===== src/rtl/spad_bank_array.sv =====
// Banked scratchpad RAM: NBANK x DEPTH x WIDTH, per-byte writes, one registered
// active-low wired-AND read port with write-first bypass, and a post-reset clear.
module spad_bank_array #(
  parameter int unsigned WIDTH = 32,
  parameter int unsigned DEPTH = 16,
  parameter int unsigned AW    = 4,
  parameter int unsigned NBANK = 3
) (
  input  logic                 clk_h,
  input  logic                 reset_l,
  input  logic [AW-1:0]        ra_h,
  input  logic [NBANK-1:0]     rsel_l,
  output logic [WIDTH-1:0]     rbus_l,
  output logic                 rvalid_h,
  input  logic [AW-1:0]        wa_h,
  input  logic [NBANK-1:0]     wsel_l,
  input  logic [WIDTH-1:0]     wbus_h,
  input  logic [WIDTH/8-1:0]   bw_l,
  output logic                 init_busy_h
);

  localparam int unsigned NBYTE = WIDTH / 8;

  typedef enum logic {
    ST_INIT = 1'b0,
    ST_RUN  = 1'b1
  } state_t;

  state_t           state;
  logic [AW-1:0]    cnt;
  logic [WIDTH-1:0] mem [NBANK][DEPTH];

  logic [WIDTH-1:0] wmask_c;
  logic [WIDTH-1:0] word_c;
  logic [WIDTH-1:0] rd_and_c;
  logic             rd_any_c;

  // Expand the active-low byte enables into a bit mask of written bits.
  always_comb begin
    wmask_c = '0;
    for (int unsigned i = 0; i < NBYTE; i++) begin
      wmask_c[8*i +: 8] = {8{~bw_l[i]}};
    end
  end

  // Per-bank read word with write-first merge, then wired-AND of inverted words.
  always_comb begin
    word_c   = '0;
    rd_and_c = '1;
    rd_any_c = ~(&rsel_l);
    for (int unsigned b = 0; b < NBANK; b++) begin
      word_c = mem[b][ra_h];
      if (!wsel_l[b] && (wa_h == ra_h)) begin
        word_c = (word_c & ~wmask_c) | (wbus_h & wmask_c);
      end
      if (!rsel_l[b]) begin
        rd_and_c = rd_and_c & ~word_c;
      end
    end
  end

  // Control FSM and registered read port.
  always_ff @(posedge clk_h or negedge reset_l) begin
    if (!reset_l) begin
      state       <= ST_INIT;
      cnt         <= '0;
      rbus_l      <= '1;
      rvalid_h    <= 1'b0;
      init_busy_h <= 1'b1;
    end else begin
      case (state)
        ST_INIT: begin
          rbus_l   <= '1;
          rvalid_h <= 1'b0;
          if (cnt == AW'(DEPTH - 1)) begin
            state       <= ST_RUN;
            cnt         <= '0;
            init_busy_h <= 1'b0;
          end else begin
            cnt <= cnt + AW'(1);
          end
        end
        ST_RUN: begin
          rvalid_h <= rd_any_c;
          rbus_l   <= rd_and_c;
        end
        default: begin
          state <= ST_INIT;
        end
      endcase
    end
  end

  // Storage: clear sweep during INIT, byte-masked user writes during RUN.
  always_ff @(posedge clk_h) begin
    if (state == ST_INIT) begin
      for (int unsigned b = 0; b < NBANK; b++) begin
        mem[b][cnt] <= '0;
      end
    end else begin
      for (int unsigned b = 0; b < NBANK; b++) begin
        if (!wsel_l[b]) begin
          for (int unsigned i = 0; i < NBYTE; i++) begin
            if (!bw_l[i]) begin
              mem[b][wa_h][8*i +: 8] <= wbus_h[8*i +: 8];
            end
          end
        end
      end
    end
  end

endmodule


===== config.mk =====
export PLATFORM = sky130hd
export DESIGN_NAME = spad_bank_array
export DESIGN_NICKNAME = d
export VERILOG_FILES = /design/src/rtl/spad_bank_array.sv
export SDC_FILE = /design/constraint.sdc
export NUM_CORES = 2
export LEC_CHECK = 0
export ABC_AREA = 1
export CAP_MARGIN = 30
export CORE_ASPECT_RATIO = 2
export CORE_MARGIN = 2
export CORE_UTILIZATION = 64
export DETAILED_ROUTE_END_ITERATION = 10
export GPL_TIMING_DRIVEN = 0
export HOLD_SLACK_MARGIN = 0.02
export PLACE_DENSITY = 0.8
export SLEW_MARGIN = 20
export SYNTH_ARGS = -nofsm -noshare
export SYNTH_HDL_FRONTEND = slang
export SYNTH_SLANG_ARGS = --single-unit

===== constraint.sdc =====
create_clock -name clk_h -period 4.1 [get_ports clk_h]
set_clock_uncertainty 0.05 [all_clocks]
set_input_delay 0.41 -clock clk_h [delete_from_list [all_inputs] [get_ports clk_h]]
set_output_delay 0.41 -clock clk_h [all_outputs]
set_load 0.03 [all_outputs]

==> results.md, run 1 <==
* Run status: did not finish
* Fail Step: 5_1_grt
* Err: [ERROR GRT-0116] Global routing finished with congestion. Check the congestion regions in the DRC Viewer.
* Buffers added on ports at 80
* DP HPWL at roughly 250 mm
* Ports at 86
* Die Ht at between 400 and 500 um
* Async SR Flop Fraction at 0.0248
* Syn avg cell area at 9.75 um2
* CTS Buffer Depth at 3
* Number of global-route vias before repair at about 64000
* Number of clock sinks at 1575
* Setup slack at placement at -0.306 ns
* Synthesized area at 70800 um2
* Die Span X at about 240 um
* Root Buffer: clkbuf_16
* Core Rows at 172
* Ys Warns at 0
* Largest net degree at the start of global routing at 33
* H-tree Lvls at 4
* # Post-CTS Setup Buffers at 0
* Cell count after synthesis at 7262
* EDFF count, synth at ~1500
* First-pass GRT wire length at 518 mm
* Cell variety after synth at 28
* GRT Total Usage at 0.672
* Final GP Congestion at approximately 1.2
* Number of CTS-inserted buffers at 132
* Initial Util at 0.645
* Grt ovf at 3
* Post-synthesis sequential area ratio at 0.666
* Number of synthesized register bits at between 1500 and 2000
* Main synth FF type: edfxtp_1
* Synthesized net count at 7318
layer usage:
layer	overflow	global-route usage
met1	0	0.666
met2	0	0.892
met5	0	0.158
met3	0	0.444
met4	3	0.691
kinds of logic after synthesis:
logic type | Yosys count | share of synthesized area
buf+inv | 1309 | 0.0748
xor+xnor | 4 | 0.000495
simple gates | 4057 | 0.234
compound gates | 313 | 0.0244
flops | 1575 | 0.666
fa+ha+maj | 4 | 0.000707
timing repair:
action,in CTS
endpoints found under the setup margin,0
hold buffers,2
endpoints found under the hold margin,39
gates resized for setup,0
synth_stat cells, types with 5 or more instances:
library cell / instances / area [um2]
buf_1: 42 / 158
buf_2: 158 / 791
buf_4: 38 / 285
buf_6: 5 / 56.3
clkbuf_1: 154 / 578
clkinv_1: 25 / 93.8
dfrtp_1: 6 / 150
dfstp_2: 33 / 867
edfxtp_1: 1536 / 46100
inv_1: 881 / 3310
inv_2: 5 / 18.8
nand2_1: 2353 / 8830
nand3_1: 998 / 4990
nand4_1: 6 / 37.5
nor2_1: 692 / 2600
o211ai_1: 64 / 480
o21ai_0: 224 / 1120
o21ai_1: 21 / 105
metrics by stage:
step                setup TNS [ns]  hold WS (ns)  area, um2  instances
floorplan                        0        0.0644      70800       7262
global placement          -1925.30         0.382      73300       8734
CTS                              0         0.189      80100       9139
detailed placement          -32.69         0.248      75800       8898
==> run 2: changes to the inputs <==
--- a/config.mk
+++ b/config.mk
@@ -7,13 +7,11 @@
 export LEC_CHECK = 0
 export ABC_AREA = 1
 export CAP_MARGIN = 30
-export CORE_ASPECT_RATIO = 2
 export CORE_MARGIN = 2
-export CORE_UTILIZATION = 64
+export CORE_UTILIZATION = 40
 export DETAILED_ROUTE_END_ITERATION = 10
 export GPL_TIMING_DRIVEN = 0
-export HOLD_SLACK_MARGIN = 0.02
-export PLACE_DENSITY = 0.8
+export PLACE_DENSITY_LB_ADDON = 0.15
 export SLEW_MARGIN = 20
 export SYNTH_ARGS = -nofsm -noshare
 export SYNTH_HDL_FRONTEND = slang
==> run 2 against run 1 <==
Effect of this change: the run now ends clean; synthesized area is the same; synthesized cell count is the same.
==> results.md, run 2 <==
* EDFF count, synth at 1536 (unchanged)
* GRT Total Usage at 0.388
* Buffers added on ports at 80 (unchanged)
* Die Ht at 425 um (was 474 um)
* Largest net degree at the start of global routing at 33
* Final wirelength at 355 mm
* Top-count cell post-synth: nand2_1 (unchanged)
* Layout cells sized above 1 at 0.103
* Initial Util at 0.402 (was 0.645)
* Worst R2R Start: state
* Final core utilization at 0.471
* Number of CTS-inserted buffers at 175 (was 132)
* Setup TNS at 0 ns
* Slew Limit Fails at 0
* Grt ovf at 0
* Cell variety after synth at 28 (unchanged)
* Full die area at 180000 um2
* Via density at 5.80
* Fmax at ~250 MHz
* Max-Cap Viols at 0
* Core Rows at 154 (was 172)
* Final setup violation count at 0
* Main synth FF type: edfxtp_1 (unchanged)
* Max Used Layer: met5
* Root Buffer: clkbuf_16 (unchanged)
* PwrDens at 449 nW/um2
* Number of clock sinks at 1575 (unchanged)
* CP startpoint: state
* Hold Path Class: input port to async pin
* Final ANT Viol Nets at 0
* Top reg by flops: mem
* Wl on met1 at 135 mm
* Placed cells at 9844 (was 8898)
* Cell count after synthesis at 7262 (unchanged)
* CTS Buffer Depth at 3 (unchanged)
* Post-synthesis sequential area ratio at 0.666 (unchanged)
* Area leader, netlist: edfxtp_1 (unchanged)
* First-pass GRT wire length at 467 mm
* Synthesized area at 70800 um2 (unchanged)
* Final Hold Slack at roughly 0.20 ns
* Number of global-route vias before repair at approximately 53000
* Reg2reg setup slack at 0.13 ns
* Final worst slack at 0.131 ns
* Worst-skew pair later-pin latency at 0.90 ns
* Metal2 WL at approximately 140 mm
* Non-Filler Instances at slightly above 10000
* DRC at 0
* Die Span X at 425 um (was 239 um)
* Final Cell Area at 82900 um2
* Met3 WL post-DR at 47.4 mm
* Setup slack at placement at -0.435 ns (was -0.306 ns)
* Clock slew at reported path FFs at 0.06 ns
* Top Registers: mem: 1536 flops, rbus_l: 32 flops, cnt: 4 flops
* Worst setup EP type: flop
* WP data required at 4.64 ns
* Most frequent cells after synthesis: nand2_1 (2353), edfxtp_1 (1536), nand3_1 (998), inv_1 (881), nor2_1 (692) (unchanged)
* Initial antenna violation count at 36
* Final hold violation count at 0
* DP HPWL at 256 mm (was 246 mm)
* Async SR Flop Fraction at 0.0248 (unchanged)
* Lkg Pwr at 34.8 nW
* Critical path start-end classification: flop to flop
* Number of synthesized register bits at 1575 (unchanged)
* Number of flip-flops in the largest register at 1536
* Total core area at 176000 um2
* RSZ-0062 raised after global routing: no
* Slew @ Worst Pin at 1.20 ns
* Worst relative slew slack at 0.195
* Layout Nets at 7745
* Total number of vias at ~59000
* Synthesized net count at 7318 (unchanged)
* Ports at 86 (unchanged)
* Crit Reg-Reg Endpoint: mem[0][230]
* First-iteration detailed-routing DRC count at ~10000
* R2R cell count at 13
* Crit path DAT at 4.51 ns
* Post-DP Area at 77300 um2 (was 75800 um2)
* Most common cell after layout, fill and taps aside: nand2_1
* H-tree Lvls at 4 (unchanged)
* Syn avg cell area at 9.75 um2 (unchanged)
* Worst-path fanout max at 22
* Yosys top cell area share at 0.651 (unchanged)
* CTS tree: built
* Average wire per standard cell at 34.8 um
* Highest-count cells in the layout ignoring fill and taps: nand2_1 (2353), edfxtp_1 (1536), nand3_1 (998), inv_1 (874), nor2_1 (659)
* Period minus WS final at ~4 ns
* Dominant cells by area after synthesis: edfxtp_1 (65%), nand2_1 (12%), nand3_1 (7.1%) (unchanged)
* Worst Setup Start Kind: flop
* Layout Area Growth over Synthesis at 17.1%
* PnR Total Power at 37.2 mW
* Drt first pass iters at 7
* Final worst path period share at 0.968
* Peak supply drop at 0.000522 V
* Final GP Congestion at 1.06 (was 1.17)
* Run status: completed (was did not finish)
* Ys Warns at 0 (unchanged)
run 2: cell counts after synthesis:
No cell type changed its count.
run 2: area by class of cell:
cell class	count	area, um2
multi-input combinational	4378	18800
clock inverter	79	777
fill	16400	93000
clock buffer	236	4680
buffer	397	1960
tap	2340	2930
timing repair buffer	250	3120
sequential	1575	47100
antenna	14	35.0
inverter	912	3430
run 2: where the power goes:
group | total [mW] | leakage [nW] | switching, mW | internal, mW
clock | 15.3 | 2.62 | 7.00 | 8.34
sequential | 17.8 | 15.4 | 0.0195 | 17.8
combinational | 4.01 | 16.8 | 3.17 | 0.839
run 2: cell families after synthesis:
family | count (synthesis) | synth area share
and+or+nand+nor | 4057 | 0.234
AOI/OAI and AO/OA | 313 | 0.0244
adders and majority gates | 4 | 0.000707
DFF | 1575 | 0.666
xor gates and xnor gates | 4 | 0.000495
buffers and inverters | 1309 | 0.0748
run 2: critical path, stage by stage, from the launching register on:
cell      delay [ns]
dfrtp_1         0.52
inv_2           0.24
nor2_1          0.13
inv_1           0.11
nor2_1          0.04
inv_1           0.38
nand3_1         0.13
nor3_1          0.22
nand2_1         0.09
inv_1           0.50
clkbuf_4        0.61
nor2_4          0.24
buf_16          0.22
buf_16          0.16
run 2: per-layer routing:
metal,vias up,global-route usage
met5,-,0
met1,29000,0.514
met2,4507,0.545
li1,24600,-
met4,22,0.250
met3,1023,0.126
run 2: timing repair:
action                     in CTS  in global routing
hold buffers                    2                  0
gates resized for setup         0                  1
setup buffers                   0                  0
setup endpoints to repair       0                 22
hold endpoints to repair       21                  0
run 2: worst max-delay path by stage:
| stage | to | cells after the start | slack (ns) |
|---|---|---|---|
| finish | mem[0][230] | 13 | 0.13 |
| global route | mem[0][38] | 13 | 0.15 |
| global placement | mem[0][486] | 11 | -2.61 |
| detailed placement | mem[0][454] | 13 | -0.44 |
| floorplan | mem[0][100] | 11 | 1.25 |
| CTS | mem[1][70] | 13 | 0.11 |
Note: power is estimated with default switching activity, not from simulation.
